File: src/rtl/seg_scan_decoder_if.sv
// Bus bundle for the seven-segment scan snooper: the scan-bus inputs and the
// decoded-frame stream with its valid/ready handshake.
interface seg_scan_decoder_if;
    logic [7:0]  seg_in;
    logic [7:0]  dig_sel;
    logic        frame_ready;
    logic [31:0] frame_digits;
    logic [7:0]  frame_dp;
    logic        frame_err;
    logic        frame_valid;
    logic        overrun;

    modport master (
        output seg_in,
        output dig_sel,
        output frame_ready,
        input  frame_digits,
        input  frame_dp,
        input  frame_err,
        input  frame_valid,
        input  overrun
    );

    modport slave (
        input  seg_in,
        input  dig_sel,
        input  frame_ready,
        output frame_digits,
        output frame_dp,
        output frame_err,
        output frame_valid,
        output overrun
    );
endinterface

File: src/rtl/seg_scan_decoder.sv
// Snoops a multiplexed 8-digit seven-segment bus, commits each digit once it has
// been stable long enough, and streams complete decoded frames over valid/ready.
module seg_scan_decoder #(
    parameter int unsigned STABLE_CYCLES = 4
) (
    input  logic              clk,
    input  logic              rst,
    seg_scan_decoder_if.slave bus
);

    typedef enum logic {
        TRACK = 1'b0,
        HELD  = 1'b1
    } state_t;

    localparam logic [7:0] STABLE_C = 8'(STABLE_CYCLES);

    function automatic logic [3:0] decode_seg(input logic [7:0] seg);
        logic [3:0] code;
        case ({seg[7:1], 1'b0})
            8'hFC:   code = 4'h0;
            8'h60:   code = 4'h1;
            8'hDA:   code = 4'h2;
            8'hF2:   code = 4'h3;
            8'h66:   code = 4'h4;
            8'hB6:   code = 4'h5;
            8'hBE:   code = 4'h6;
            8'hE0:   code = 4'h7;
            8'hFE:   code = 4'h8;
            8'hE6:   code = 4'h9;
            8'h02:   code = 4'ha;
            8'h00:   code = 4'hb;
            default: code = 4'hf;
        endcase
        return code;
    endfunction

    function automatic logic is_onehot(input logic [7:0] s);
        return (s != 8'h00) && ((s & (s - 8'h01)) == 8'h00);
    endfunction

    function automatic logic [2:0] sel_index(input logic [7:0] s);
        logic [2:0] idx;
        idx = 3'd0;
        for (int i = 0; i < 8; i++) begin
            if (s[i]) begin
                idx = 3'(i);
            end else begin
                idx = idx;
            end
        end
        return idx;
    endfunction

    function automatic logic has_invalid(input logic [31:0] digits);
        logic err;
        err = 1'b0;
        for (int i = 0; i < 8; i++) begin
            if (digits[4*i +: 4] == 4'hf) begin
                err = 1'b1;
            end else begin
                err = err;
            end
        end
        return err;
    endfunction

    logic [7:0]  seg_q, sel_q;
    state_t      state_q, state_d;
    logic [7:0]  cnt_q, cnt_d;
    logic [31:0] digits_q, digits_d;
    logic [7:0]  dp_q, dp_d;
    logic [7:0]  seen_q, seen_d;
    logic        pend_q, pend_d;
    logic [31:0] frame_digits_q, frame_digits_d;
    logic [7:0]  frame_dp_q, frame_dp_d;
    logic        frame_err_q, frame_err_d;
    logic        frame_valid_q, frame_valid_d;
    logic        overrun_q, overrun_d;

    logic        same_s, legal_s, commit_s, complete_s, out_free_s;
    logic [7:0]  cnt_inc_s, seen_set_s;
    logic [2:0]  idx_s;

    // Stability is judged on the sample about to enter the input register versus
    // the one already held, so the count reaches S on the S-th edge of a run.
    assign same_s     = ({bus.seg_in, bus.dig_sel} == {seg_q, sel_q});
    assign legal_s    = is_onehot(bus.dig_sel);
    assign cnt_inc_s  = cnt_q + 8'd1;
    assign idx_s      = sel_index(sel_q);
    assign seen_set_s = seen_q | (8'h01 << idx_s);
    assign complete_s = commit_s && (seen_set_s == 8'hFF);
    assign out_free_s = !frame_valid_q || bus.frame_ready;

    // Input sampling stage.
    always_ff @(posedge clk) begin
        if (rst) begin
            seg_q <= 8'h00;
            sel_q <= 8'h00;
        end else begin
            seg_q <= bus.seg_in;
            sel_q <= bus.dig_sel;
        end
    end

    // Capture FSM state and stability counter.
    always_ff @(posedge clk) begin
        if (rst) begin
            state_q <= TRACK;
            cnt_q   <= 8'd0;
        end else begin
            state_q <= state_d;
            cnt_q   <= cnt_d;
        end
    end

    // Capture FSM next state.
    always_comb begin
        state_d = state_q;
        case (state_q)
            TRACK: begin
                if (legal_s && same_s && (cnt_inc_s == STABLE_C)) begin
                    state_d = HELD;
                end else begin
                    state_d = TRACK;
                end
            end
            HELD: begin
                if (!legal_s || !same_s) begin
                    state_d = TRACK;
                end else begin
                    state_d = HELD;
                end
            end
            default: state_d = TRACK;
        endcase
    end

    // Capture FSM outputs: counter update and commit strobe.
    always_comb begin
        cnt_d    = cnt_q;
        commit_s = 1'b0;
        case (state_q)
            TRACK: begin
                if (!legal_s) begin
                    cnt_d = 8'd0;
                end else if (same_s) begin
                    cnt_d    = cnt_inc_s;
                    commit_s = (cnt_inc_s == STABLE_C);
                end else begin
                    cnt_d = 8'd1;
                end
            end
            HELD: begin
                if (!legal_s) begin
                    cnt_d = 8'd0;
                end else if (!same_s) begin
                    cnt_d = 8'd1;
                end else begin
                    cnt_d = cnt_q;
                end
            end
            default: begin
                cnt_d    = 8'd0;
                commit_s = 1'b0;
            end
        endcase
    end

    // Slot assembly and offer of completed frames to the output stage.
    always_comb begin
        digits_d       = digits_q;
        dp_d           = dp_q;
        seen_d         = seen_q;
        pend_d         = complete_s;
        frame_digits_d = frame_digits_q;
        frame_dp_d     = frame_dp_q;
        frame_err_d    = frame_err_q;
        frame_valid_d  = frame_valid_q;
        overrun_d      = overrun_q;
        if (commit_s) begin
            digits_d[{idx_s, 2'b00} +: 4] = decode_seg(seg_q);
            dp_d[idx_s]                   = seg_q[0];
            seen_d                        = complete_s ? 8'h00 : seen_set_s;
        end else begin
            seen_d = seen_q;
        end
        if (pend_q && out_free_s) begin
            frame_digits_d = digits_q;
            frame_dp_d     = dp_q;
            frame_err_d    = has_invalid(digits_q);
            frame_valid_d  = 1'b1;
        end else if (pend_q) begin
            overrun_d = 1'b1;
        end else begin
            frame_valid_d = frame_valid_q && !bus.frame_ready;
        end
    end

    // Slot and output registers.
    always_ff @(posedge clk) begin
        if (rst) begin
            digits_q       <= 32'hbbbb_bbbb;
            dp_q           <= 8'h00;
            seen_q         <= 8'h00;
            pend_q         <= 1'b0;
            frame_digits_q <= 32'h0000_0000;
            frame_dp_q     <= 8'h00;
            frame_err_q    <= 1'b0;
            frame_valid_q  <= 1'b0;
            overrun_q      <= 1'b0;
        end else begin
            digits_q       <= digits_d;
            dp_q           <= dp_d;
            seen_q         <= seen_d;
            pend_q         <= pend_d;
            frame_digits_q <= frame_digits_d;
            frame_dp_q     <= frame_dp_d;
            frame_err_q    <= frame_err_d;
            frame_valid_q  <= frame_valid_d;
            overrun_q      <= overrun_d;
        end
    end

    assign bus.frame_digits = frame_digits_q;
    assign bus.frame_dp     = frame_dp_q;
    assign bus.frame_err    = frame_err_q;
    assign bus.frame_valid  = frame_valid_q;
    assign bus.overrun      = overrun_q;

endmodule

File: src/flat_wrapper.sv
// flat-port wrapper written by rule: the top's interface ports become plain ports
module seg_scan_decoder_flat 
#(
    parameter int unsigned STABLE_CYCLES = 4
)
  (clk, rst, bus_seg_in, bus_dig_sel, bus_frame_ready, bus_frame_digits, bus_frame_dp, bus_frame_err, bus_frame_valid, bus_overrun);
  seg_scan_decoder_if bus_i ();
  input  logic clk;
  input  logic rst;
  input wire logic [$bits(bus_i.seg_in)-1:0] bus_seg_in;
  input wire logic [$bits(bus_i.dig_sel)-1:0] bus_dig_sel;
  input wire logic [$bits(bus_i.frame_ready)-1:0] bus_frame_ready;
  output wire logic [$bits(bus_i.frame_digits)-1:0] bus_frame_digits;
  output wire logic [$bits(bus_i.frame_dp)-1:0] bus_frame_dp;
  output wire logic [$bits(bus_i.frame_err)-1:0] bus_frame_err;
  output wire logic [$bits(bus_i.frame_valid)-1:0] bus_frame_valid;
  output wire logic [$bits(bus_i.overrun)-1:0] bus_overrun;
  assign bus_i.seg_in = bus_seg_in;
  assign bus_i.dig_sel = bus_dig_sel;
  assign bus_i.frame_ready = bus_frame_ready;
  assign bus_frame_digits = bus_i.frame_digits;
  assign bus_frame_dp = bus_i.frame_dp;
  assign bus_frame_err = bus_i.frame_err;
  assign bus_frame_valid = bus_i.frame_valid;
  assign bus_overrun = bus_i.overrun;
  seg_scan_decoder #(.STABLE_CYCLES(STABLE_CYCLES)) u_core (.clk(clk), .rst(rst), .bus(bus_i));
endmodule
File: config.mk
export PLATFORM = sky130hd
export DESIGN_NAME = seg_scan_decoder_flat
export DESIGN_NICKNAME = d
export VERILOG_FILES = /design/src/rtl/seg_scan_decoder_if.sv /design/src/rtl/seg_scan_decoder.sv /design/src/flat_wrapper.sv
export SDC_FILE = /design/constraint.sdc
export NUM_CORES = 1
export LEC_CHECK = 0
export ABC_AREA = 1
export ABC_CLOCK_PERIOD_IN_PS = 6350
export CAP_MARGIN = 5
export CORE_MARGIN = 1.5
export CORE_UTILIZATION = 45
export CTS_CLUSTER_DIAMETER = 120
export DETAILED_ROUTE_END_ITERATION = 7
export PLACE_DENSITY = 0.77
export RECOVER_POWER = 50
export SKIP_CTS_REPAIR_TIMING = 1
export SYNTH_ARGS = -nofsm -noshare
export SYNTH_HDL_FRONTEND = slang
export SYNTH_SLANG_ARGS = --single-unit
export TNS_END_PERCENT = 1
File: constraint.sdc
create_clock -name clk -period 6.35 [get_ports clk]
set_clock_uncertainty 0.15 [all_clocks]
set_input_delay 1.27 -clock clk [delete_from_list [all_inputs] [get_ports clk]]
set_output_delay 1.27 -clock clk [all_outputs]
set_load 0.01 [all_outputs]
Word level (Yosys, flattened, before mapping):

Index checks and enable logic that the tools add are counted.

* output and inout bits: 43
* register bits after elaboration: 117
* ROM bits: 0
* bits of input ports: 19
* word-level logic and storage cells: 101
* latch bits: 0
* memories kept: 0
* memory bits (writable): 0

* reduce and logical (&&, ||, !) cells: 17
* $add $sub $neg: 3
* equal/unequal tests: 24
* $lt $le $gt $ge: 2
* div/mod/pow operators: 0
* multipliers: 0
* multiplexer cells: 35
* shift operators: 3
* bitwise logic cells: 4

Operator list (count)
* $eq 7x7->1 const B: 8
* $pmux 4 s12: 1
* $mux 8: 5
* $bwmux 32: 1
* $eq 4x4->1 const B: 8
* $shift 4x7->32 const A: 1
* $shiftx 4x7->32: 1
* $mux 1: 17
* $eq 16x16->1: 1
* $pmux 8 s2: 1
* $eq 7x6->1 const B: 2
* $mux 3: 4
* $add 8x1->8 const B: 1
* $and 8x8->8: 1
* $bwmux 8: 1
* $eq 8x3->1 const B: 1
* $eq 8x8->1 const B: 1
* $logic_not 8->1: 1
* $or 8x8->8: 1
* $reduce_bool 8->1: 1
* $shl 1x3->8 const A: 1
* $sub 8x1->8 const B: 1
* $eq 7x1->1 const B: 1
* $logic_and 1x1->1: 7
* 14 further kinds: 20

Logic depth before layout (Yosys ltp):

Gate-level depths: netlist of run 1.

* depth after elaboration: 12
* depth in mapped cells: 15
* depth with buffers taken out: 15

Worst setup path before layout of run 1:

OpenSTA, ideal clock, no wires.

* kind: input to register
* start: input port bus_dig_sel[0]
* end: register u_core.digits_q[19]
* library setup time: 117 ps
* arrival: 2403 ps
* path buffers: 1
* stages on the path: 11
* setup slack: 3680 ps
* data required time: 6083 ps
* cell sequence: nor2_2 nand2_1 nor2_2 nor2_1 nor2_1 nand3_2 nor2_8 buf_12 nand3_2 a21oi_1 nand2_1

* cells in the longest elaborated chain, start to end: 6
* elaborated cells on any way between the ends: 9
* those cells by class: add/sub: 1; eq/ne: 1; mux: 3; bitwise: 1; reduce/logical: 3

Ends and longest elaborated chain
* from (decl): RTL line flat_wrapper.sv:11 `input wire logic [$bits(bus_i.dig_sel)-1:0] bus_dig_sel;`
* $sub 8x1->8: RTL line seg_scan_decoder.sv:39 `return (s != 8'h00) && ((s & (s - 8'h01)) == 8'h00);`
* $and 8x8->8: RTL line seg_scan_decoder.sv:39
* $logic_not 8->1: RTL line seg_scan_decoder.sv:39
* $logic_and 1x1->1: RTL line seg_scan_decoder.sv:39
* $mux 1 *: RTL line seg_scan_decoder.sv:145 `if (!legal_s) begin`
* $mux 1 *: RTL line seg_scan_decoder.sv:143 `case (state_q)`
* to (signal assigned): RTL line seg_scan_decoder.sv:213 `digits_q <= digits_d;`
* to (decl): RTL line seg_scan_decoder.sv:71 `logic [31:0] digits_q, digits_d;`

Every way passes the cells marked *; elsewhere a longest branch is shown, timed or not.
A chain may end at the register's enable or synchronous reset.

==> results by group, run 1 <==
Outcome
  • Outcome: finished with violations
  • Failing checks: max-capacitance violations, max-slew violations

Timing
  • Relative slew slack: -10.42%
  • Hold WS: 0.3054 ns
  • RSZ-0062 raised after global routing: false
  • Measured slew at the worst slew-check pin: 1.655 ns
  • Part of the cycle the worst path needs: 70.52%
  • Fmax: 223.3 MHz
  • Final Hold Fails: 0
  • Final setup violation count: 0
  • Max Slew Vio Count: 66
  • Setup_tns: 0 ns
  • Minimum clock period: 4.478 ns

Hold path
  • Worst Hold Class: reg -> reg

Critical path
  • CP max-delay cell: inv_1
  • Crit end category: flip-flop
  • Reg2reg end: u_core.digits_q[1]
  • Worst-path cell chain: dlygate4sd3_1, clkbuf_1, inv_1, buf_4, nand2_4, a211oi_1
  • Max Fanout on Critical Path: 65
  • Worst Setup Path Type: in -> reg
  • CP max stage delay: 1.14 ns
  • Required time worst endpoint: 6.48 ns
  • Launch point of the worst reg-to-reg path: u_core.sel_q[5]
  • CP arrival: 4.61 ns
  • CP Launch Point: rst
  • Flop-to-flop setup slack: 3.44 ns
  • Path depth of the worst reg2reg path: 11
  • Worst setup path endpoint: u_core.cnt_q[5]
  • CP Launch Type: primary input

CTS
  • Clock buffer depth: 2
  • Clock latency on the worst-skew pair: 0.42 ns
  • CTS Sinks: 117
  • CTS Root Buffer Type: clkbuf_16
  • H-tree depth: 4
  • Num CTS Buffers: 17
  • CTS tree: done
  • Worst-path clk slew: 0.06 ns

Floorplan
  • Die Span Y: 111.9 um
  • Initial Util: 46.52%
  • Die ar.: 12,520 um2
  • Core box area: 11,470 um2
  • IO Pins: 62
  • Die Width: 111.9 um
  • Site Rows: 39

Detailed routing
  • DR vias/cell: 4.908
  • DR vias: 4,775
  • DRC: 0
  • Wire per inst: 11.84 um
  • Final WL: 11,520 um
  • Post-detailed-route count of antenna-violating nets: 0
  • DRT Pass-1 Iters: 5
  • DR iter-0 viols: 297

Synth
  • YS warnings: 0
  • Seq/Total Area, Yosys: 43.90%
  • Register bit total from synthesis: 117
  • Syn_nets: 783
  • Mapped Area: 5335 um2
  • Unique cell type count in the Yosys netlist: 36
  • Avg Inst Size Synth: 7.048 um2
  • Cells after Synth: 757

Pwr
  • PD cells: 272.8 nW/um2
  • VDD IR-drop max: 144.5 uV
  • Leak: 0.003078 uW

Placed design
  • Hpwl dp: 7987 um
  • GPL Wtd Cong: 0.8611
  • Port Buffers: 61

Layout
  • Synth-to-Final Area Change: 23.83%
  • Share of cells above drive strength 1: 8.313%
  • Nets: 843
  • N_diodes: 0
  • # fillers: 1,049

Global route
  • Initial antenna violation count: 0
  • Total Routing Usage GR: 19.45%
  • Number of global-route vias before repair: 4,474
  • Grt total ovfl: 0
  • Pin count of the biggest net entering global routing: 66
  • First-pass GRT wire length: 19,950 um

Flow run
  • Max cap viols: 1
==> flip-flops by register name, summed over array words and instances (netlist names) <==
name	flops
u_core.sel_q	8
u_core.bus.frame_err	1
u_core.cnt_q	8
u_core.bus.frame_valid	1
u_core.bus.frame_dp	8
u_core.dp_q	8
u_core.pend_q	1
u_core.digits_q	32
u_core.state_q	1
u_core.seen_q	8
u_core.seg_q	8
u_core.bus.overrun	1
u_core.bus.frame_digits	32
==> worst max-delay path: cells and delay by family <==
kind | cells | cell delay (ns)
AOI/OAI and AO/OA | 1 | 0.06
buffers and inverters | 4 | 3.09
and+or+nand+nor | 1 | 0.14
==> how the worst min path moves through the flow <==
stage / start / end / depth (start not counted) / slack, ns
floorplan: u_core.dp_q[0] / u_core.bus.frame_dp[0] / 2 / 0.27
global placement: u_core.seen_q[4] / u_core.seen_q[4] / 2 / 0.29
detailed placement: u_core.seen_q[4] / u_core.seen_q[4] / 2 / 0.29
CTS: u_core.seen_q[4] / u_core.seen_q[4] / 2 / 0.30
global route: u_core.seen_q[4] / u_core.seen_q[4] / 2 / 0.33
finish: u_core.seen_q[4] / u_core.seen_q[4] / 2 / 0.31
==> where the power goes <==
part           switching [uW]  internal [uW]  total, uW
registers                6.50            740        746
logic                    73.9           36.0        110
clock network             390            557        946
==> logic make-up (layout without fill, tap and decap cells) <==
family	Yosys count	count (layout)	share of synthesized area (%)
flip-flops	117	117	43.90
buffers and inverters	114	187	8.771
XOR/XNOR	3	3	0.4926
adder cells (fa/ha/maj)	7	7	1.642
AO/OA/AOI/OAI	110	110	11.73
AND/OR/NAND/NOR	406	406	33.47
==> metal layers <==
metal  GRT usage [%]  up-vias  routed length (um)
li1                -     2543                   -
met1           24.18     2129                5361
met2           32.97       91                5566
met3           5.008       12                 467
met4           6.245        0                 127
met5               0        -                   0
==> metrics by stage <==
step	util, %	area, um2	power (uW)	std cells	setup slack, ns
2_1_floorplan	-	5335	836.5	757	3.680
3_3_place_gp	52.55	6026	870.0	941	2.728
3_5_place_dp	52.55	6026	870.9	941	2.684
4_1_cts	57.64	6610	1812	973	3.112
5_1_grt	57.61	6606	1866	973	1.630
6_report	57.61	6606	1802	973	1.872
==> layout by cell type (no fill, tap or decap), types with 3 or more instances in the layout <==
cell type          n
o21ai_0           47
clkbuf_16         17
ha_1               7
xor2_1             3
inv_1             81
inv_2              9
nand4_1           15
dfxtp_1          117
nand2_1          178
clkdlybuf4s50_1   17
o211ai_1          18
a211oi_1           5
nor2_2             7
nand3_4            5
nor3_1            11
inv_6              7
a21oi_1           33
nor2_1           146
inv_8              5
nand3_1           31
nand2_2            5
dlygate4sd3_1     44
==> synth_stat cells <==
master,instances,area [um2]
nand2_1,178,668.1
nor2_1,146,548.0
dfxtp_1,117,2342
inv_1,80,300.3
o21ai_0,47,235.2
a21oi_1,33,165.2
nand3_1,31,155.2
clkbuf_1,20,75.07
o211ai_1,18,135.1
nand4_1,15,93.84
nor3_1,11,55.05
inv_2,9,33.78
ha_1,7,87.58
nor2_2,7,43.79
a211oi_1,5,37.54
nand2_2,5,31.28
nand3_4,5,87.58
xor2_1,3,26.28
nand2_4,2,22.52
nand3_2,2,20.02
a21oi_2,1,8.760
a22oi_1,1,7.510
a311oi_1,1,8.760
a31oi_1,1,6.260
buf_12,1,20.02
buf_6,1,11.26
buf_8,1,15.01
clkinv_1,1,3.750
inv_6,1,8.760
nand4_4,1,21.27
nor2_4,1,11.26
nor2_8,1,20.02
nor3b_1,1,7.510
o2111ai_1,1,8.760
o21a_1,1,7.510
o21ai_1,1,5.000
==> final cells by class <==
cell class	count	area, um2	share of cell area, %
inverter	91	346.6	5.246
clock buffer	17	425.4	6.439
tap	143	178.9	2.708
sequential	117	2342	35.45
clock inverter	15	158.9	2.405
multi-input combinational	526	2525	38.22
timing repair buffer	64	629.4	9.527
Note: power is estimated with default switching activity, not from simulation.
==> run 2: changes to the inputs <==
--- a/config.mk
+++ b/config.mk
@@ -6,7 +6,7 @@
 export NUM_CORES = 1
 export LEC_CHECK = 0
 export ABC_AREA = 1
-export ABC_CLOCK_PERIOD_IN_PS = 6350
+export ABC_CLOCK_PERIOD_IN_PS = 4300
 export CAP_MARGIN = 5
 export CORE_MARGIN = 1.5
 export CORE_UTILIZATION = 45
==> constraint.sdc (replaced) <==
create_clock -name clk -period 4.3 [get_ports clk]
set_clock_uncertainty 0.15 [all_clocks]
set_input_delay 0.86 -clock clk [delete_from_list [all_inputs] [get_ports clk]]
set_output_delay 0.86 -clock clk [all_outputs]
set_load 0.01 [all_outputs]
==> run 2 against run 1 <==
Compared with the run above: the flow now finishes without violations; flip-flop and latch count unchanged; highest routed layer unchanged; die area is the same; core utilization is 0.087 points higher; power is 45% higher; critical endpoint is now u_core.bus.frame_digits[2]; sequential share of layout area decreased by 0.054 points; register-to-register slack worse by 2.0 ns.
==> results by group, run 2 (synthesis results as in run 1) <==
Outcome
  • Outcome: completed

Global route
  • Met3 Use GR: 3.702% (-1.3 points)
  • Number of global-route vias before repair: 4,329 (-3.2%)
  • Initial antenna violation count: 0 (unchanged)
  • GRT met1 Usage: 24.94% (+0.76 points)
  • First-pass GRT wire length: 19,780 um (-0.83%)
  • GR peak layer: met2
  • Pin count of the biggest net entering global routing: 81 (+23%)
  • Met2 usage: 32.36% (-0.61 points)
  • Grt total ovfl: 0 (unchanged)
  • Total Routing Usage GR: 19.34% (-0.11 points)

Timing
  • Part of the cycle the worst path needs: 66.50%
  • Max Slew Vio Count: 0 (-100%)
  • RSZ-0062 raised after global routing: false
  • Final setup violation count: 0 (unchanged)
  • Final Hold Fails: 0 (unchanged)
  • Fmax: 349.7 MHz
  • Relative slew slack: 5.134% (+16 points)
  • Minimum clock period: 2.859 ns
  • Measured slew at the worst slew-check pin: 1.423 ns (-0.2315 ns)
  • Setup_tns: 0 ns (unchanged)

CTS
  • Num CTS Buffers: 17 (unchanged)
  • Clock latency on the worst-skew pair: 0.41 ns (about the same)
  • CTS tree: done
  • Worst-path clk slew: 0.06 ns (about the same)
  • CTS Root Buffer Type: clkbuf_16
  • H-tree depth: 4 (unchanged)
  • Clock buffer depth: 2 (unchanged)
  • CTS Sinks: 117 (unchanged)

Hold path
  • Worst Hold Class: reg -> reg
  • Hold Path Stages: 2 (unchanged)
  • Hold Crit Start: u_core.dp_q[0]

Detailed routing
  • Final WL: 11,510 um (-0.11%)
  • DR vias/cell: 4.893 (-0.29%)
  • DRT Pass-1 Iters: 5 (unchanged)
  • DR vias: 4,766 (-0.19%)
  • DRC: 0 (unchanged)
  • Post-detailed-route count of antenna-violating nets: 0 (unchanged)
  • Wire per inst: 11.82 um (-0.22%)
  • DR iter-0 viols: 308 (+3.7%)

Placed design
  • Port Buffers: 61 (unchanged)
  • GPL Wtd Cong: 0.8766 (+1.8%)
  • Post-DP Area: 6046 um2 (+0.33%)
  • Hpwl dp: 7954 um (-0.42%)

Pwr
  • Pwr Total: 2616 uW (+45%)
  • PD cells: 395.4 nW/um2 (+45%)
  • VDD IR-drop max: 237.1 uV (+64%)
  • Leak: 0.003071 uW (-0.23%)

Critical path
  • Max Fanout on Critical Path: 80 (+23%)
  • Worst Setup Path Type: in -> reg
  • CP arrival: 3.04 ns (-1.57 ns)
  • Path depth of the worst reg2reg path: 11 (unchanged)
  • Required time worst endpoint: 4.48 ns (-2.00 ns)
  • CP Launch Type: primary input
  • CP Launch Point: rst
  • Crit end category: flip-flop
  • Launch point of the worst reg-to-reg path: u_core.sel_q[5]

Layout
  • Post-layout instance area: 6616 um2 (+0.15%)
  • Most frequent cells in the layout: 178 x nand2_1, 146 x nor2_1, 117 x dfxtp_1
  • N_diodes: 0 (unchanged)
  • Utilization after layout: 57.70% (+0.087 points)
  • Synth-to-Final Area Change: 24.02%
  • Nets: 844 (+0.12%)
  • Share of cells above drive strength 1: 8.424% (+0.11 points)
  • Commonest non-fill, non-tap cell in the layout: nand2_1

Floorplan
  • Die Span Y: 111.9 um (unchanged)
  • IO Pins: 62 (unchanged)
  • Die ar.: 12,520 um2 (unchanged)
  • Site Rows: 39 (unchanged)
  • Initial Util: 46.52% (unchanged)
  • Core box area: 11,470 um2 (unchanged)
  • Die Width: 111.9 um (unchanged)

Flow run
  • Max cap viols: 0 (-1)
-- run 2: final cells by class --
class / count / area (um2)
Clock buffer: 19 / 452.9
Clock inverter: 13 / 123.9
Fill cell: 1052 / 4851
Inverter: 91 / 346.6
Multi-Input combinational cell: 526 / 2525
Sequential cell: 117 / 2342
Tap cell: 143 / 178.9
Timing Repair Buffer: 65 / 646.9
-- run 2: final timing paths --
| path | slack (ns) | to |
|---|---|---|
| max | 1.44 | u_core.bus.frame_digits[2] |
| min | 0.30 | u_core.bus.frame_dp[0] |
| max reg2reg | 1.47 | u_core.digits_q[3] |
| min reg2reg | 0.30 | u_core.bus.frame_dp[0] |
-- run 2: layer usage --
layer	up-vias	wire length, um
met4	0	163
li1	2543	-
met5	-	0
met1	2132	5465
met2	75	5510
met3	16	370
-- run 2: per-stage QoR --
stage / hold WS, ns / cells / worst slack (ns)
after detailed placement: 0.2956 / 942 / 1.056
after floorplan: 0.2735 / 757 / 1.869
after global placement: 0.2872 / 942 / 1.123
final: 0.3010 / 974 / 1.441
after global routing: 0.3217 / 974 / 1.229
after CTS: 0.3061 / 974 / 1.474
-- run 2: critical path, cell delays in order --
cell,delay [ns]
dlygate4sd3_1,0.56
clkinv_1,0.05
clkbuf_2,1.03
o21ai_0,0.29
a21oi_1,0.22
-- run 2: where the power goes --
| part | total, uW | switching (uW) | internal [uW] |
|---|---|---|---|
| Sequential | 1100 | 9.55 | 1090 |
| Clock | 1350 | 522 | 829 |
| Combinational | 162 | 110 | 52.8 |
| Total | 2620 | 641 | 1970 |
==> run 3: changes to the inputs <==
--- a/config.mk
+++ b/config.mk
@@ -6,7 +6,7 @@
 export NUM_CORES = 1
 export LEC_CHECK = 0
 export ABC_AREA = 1
-export ABC_CLOCK_PERIOD_IN_PS = 4300
+export ABC_CLOCK_PERIOD_IN_PS = 2900
 export CAP_MARGIN = 5
 export CORE_MARGIN = 1.5
 export CORE_UTILIZATION = 45
==> constraint.sdc (replaced) <==
create_clock -name clk -period 2.9 [get_ports clk]
set_clock_uncertainty 0.15 [all_clocks]
set_input_delay 0.58 -clock clk [delete_from_list [all_inputs] [get_ports clk]]
set_output_delay 0.58 -clock clk [all_outputs]
set_load 0.01 [all_outputs]
==> run 3 against run 2 <==
Compared with the run above: first-iteration DRC count down 6.2%; critical path depth increased by 8; core utilization up 0.34 points; final area is 0.59% higher; power grew 50%; global-route usage up 0.47 points; largest cell class unchanged; largest power group unchanged.
==> results by group, run 3 (synthesis results as in run 1) <==
Hold path
  • Worst Hold Class: reg -> reg
  • Hold Path Stages: 2 (unchanged)
  • Hold Crit Start: u_core.seen_q[4]
  • Hold Path End: u_core.seen_q[4]

Timing
  • Minimum clock period: 2.656 ns
  • Final setup margin: 0.2445 ns (-1.196 ns)
  • Measured slew at the worst slew-check pin: 1.240 ns (-0.1829 ns)
  • Final Hold Fails: 0 (unchanged)
  • Part of the cycle the worst path needs: 91.57%
  • Relative slew slack: 17.33% (+12 points)
  • Max Slew Vio Count: 0 (unchanged)
  • Setup_tns: 0 ns (unchanged)
  • Final setup violation count: 0 (unchanged)
  • Fmax: 376.6 MHz

Layout
  • Nets: 849 (+0.59%)
  • Utilization after layout: 58.04% (+0.34 points)
  • Commonest non-fill, non-tap cell in the layout: nand2_1
  • Share of cells above drive strength 1: 8.971% (+0.55 points)
  • Most frequent cells in the layout: 178 x nand2_1, 145 x nor2_1, 117 x dfxtp_1
  • Synth-to-Final Area Change: 24.74%
  • N_diodes: 0 (unchanged)
  • Finished Layout Cells: 979 (+0.51%)

Critical path
  • Path depth of the worst reg2reg path: 13 (+2)
  • Worst-path cell chain: inv_2, a21oi_1, nand2_1, nand2_2, inv_1, ha_1, ha_1, inv_1, nand3_1, nor2_1, nand3_1, nand2_1, o211ai_1
  • Max Fanout on Critical Path: 9 (-89%)
  • CP Buf/Inv Count: 3 (unchanged)
  • Required time worst endpoint: 3.03 ns (-1.45 ns)
  • CP max-delay cell: dfxtp_1
  • Reg2reg end: u_core.digits_q[7]
  • CP Launch Type: flip-flop
  • Flop-to-flop setup slack: 0.24 ns (-1.23 ns)
  • Crit end category: flip-flop
  • CP delay by family, top: simple AND/OR/NAND/NOR gates
  • CP arrival: 2.78 ns (-0.26 ns)
  • Worst Setup Path Type: reg -> reg
  • Launch point of the worst reg-to-reg path: u_core.sel_q[5]
  • CP max stage delay: 0.43 ns (-0.60 ns)

Pwr
  • Clock power frac: 52.0% (+0.3 points)
  • Combinational share of power: 6.4% (+0.2 points)
  • Pwr Total: 3923 uW (+50%)
  • Register share of total power: 41.7% (-0.4 points)
  • Net Sw Frac: 24.26% (-0.25 points)
  • PD cells: 589.4 nW/um2 (+49%)
  • Leak: 0.003024 uW (-1.5%)
  • Sw Pwr: 951.6 uW (+48%)
  • VDD IR-drop max: 348.2 uV (+47%)
  • Internal power: 2971 uW (+50%)

Placed design
  • Port Buffers: 61 (unchanged)
  • Dpl cells: 947 (+0.53%)
  • GPL Wtd Cong: 0.8621 (-1.7%)
  • Hpwl dp: 8172 um (+2.7%)
  • Post-placement setup slack: 0.1104 ns (-0.9451 ns)

CTS
  • CTS Sinks: 117 (unchanged)
  • CTS tree: done
  • Clock buffer depth: 2 (unchanged)
  • Clock latency on the worst-skew pair: 0.41 ns (about the same)
  • CTS Root Buffer Type: clkbuf_16
  • Worst-path clk slew: 0.06 ns (about the same)
  • H-tree depth: 4 (unchanged)
  • Num CTS Buffers: 17 (unchanged)

Floorplan
  • IO Pins: 62 (unchanged)
  • Site Rows: 39 (unchanged)
  • Initial Util: 46.52% (unchanged)
  • Core box area: 11,470 um2 (unchanged)
  • Die ar.: 12,520 um2 (unchanged)
  • Die Width: 111.9 um (unchanged)
  • Die Span Y: 111.9 um (unchanged)

Detailed routing
  • Post-detailed-route count of antenna-violating nets: 0 (unchanged)
  • DR iter-0 viols: 289 (-6.2%)
  • DR vias/cell: 4.905 (+0.24%)
  • DRT Pass-1 Iters: 4 (-1)
  • DR vias: 4,802 (+0.76%)
  • Wire per inst: 11.78 um (-0.33%)
  • DRC: 0 (unchanged)
  • Final WL: 11,530 um (+0.18%)

Global route
  • Number of global-route vias before repair: 4,484 (+3.6%)
  • Total Routing Usage GR: 19.81% (+0.47 points)
  • Grt total ovfl: 0 (unchanged)
  • Pin count of the biggest net entering global routing: 81 (unchanged)
  • First-pass GRT wire length: 20,340 um (+2.8%)
  • Initial antenna violation count: 0 (unchanged)

Outcome
  • Outcome: completed

Flow run
  • Max cap viols: 0 (unchanged)
-- run 3: cell types whose count changed in the layout (fill, tap and decap cells not counted), sizes merged --
cell,change
buf,+4
bufinv,+1
clkbuf,-1
clkdlybuf4s50,+23
clkinv,+2
clkinvlp,-3
dlygate4sd3,-23
inv,+2
-- run 3: worst max path at each step --
stage / from / endpoint / cells after the start
2_1_floorplan: u_core.sel_q[5] / u_core.digits_q[0] / 11
4_1_cts: u_core.sel_q[5] / u_core.digits_q[8] / 13
3_5_place_dp: bus_dig_sel[0] / u_core.seen_q[7] / 13
6_report: u_core.sel_q[5] / u_core.digits_q[7] / 13
3_3_place_gp: bus_dig_sel[2] / u_core.seen_q[6] / 14
5_1_grt: u_core.sel_q[5] / u_core.digits_q[6] / 14
-- run 3: routing by layer --
metal  track usage, %  wire length [um]  vias to the layer above  part of all wire, %
met5                0                 0                        -                    0
met1            24.27              5334                     2125                   46
met2            32.80              5360                      112                   46
met3            4.355               523                       23                  4.5
li1                 -                 -                     2542                    -
met4            9.958               312                        0                  2.7
-- run 3: power by group through the flow --
stage / clock network, uW / registers (uW) / logic, uW
2_1_floorplan: 0 / 1670 / 167
3_3_place_gp: 0 / 1670 / 245
3_5_place_dp: 0 / 1670 / 247
4_1_cts: 2070 / 1630 / 250
5_1_grt: 2150 / 1640 / 286
6_report: 2040 / 1630 / 250
-- run 3: worst reg2reg max path, cell delays in order, from the launching register on --
cell and delay [ns]:
dfxtp_1 0.43, inv_2 0.07, a21oi_1 0.13, nand2_1 0.10, nand2_2 0.17, inv_1 0.11
ha_1 0.25, ha_1 0.26, inv_1 0.14, nand3_1 0.12, nor2_1 0.11, nand3_1 0.25
nand2_1 0.14, o211ai_1 0.08
-- run 3: layout make-up --
| class | count | area, um2 |
|---|---|---|
| Tap cell | 143 | 178.9 |
| Clock buffer | 17 | 425.4 |
| Fill cell | 1063 | 4812 |
| Multi-Input combinational cell | 526 | 2527 |
| Clock inverter | 15 | 155.1 |
| Timing Repair Buffer | 70 | 679.4 |
| Sequential cell | 117 | 2342 |
| Inverter | 91 | 346.6 |
-- run 3: metrics by stage --
| stage | cell area (um2) | hold WS, ns |
|---|---|---|
| 2_1_floorplan | 5335 | 0.2735 |
| 3_3_place_gp | 6083 | 0.2933 |
| 3_5_place_dp | 6083 | 0.2926 |
| 4_1_cts | 6664 | 0.3038 |
| 5_1_grt | 6655 | 0.3219 |
| 6_report | 6655 | 0.3004 |
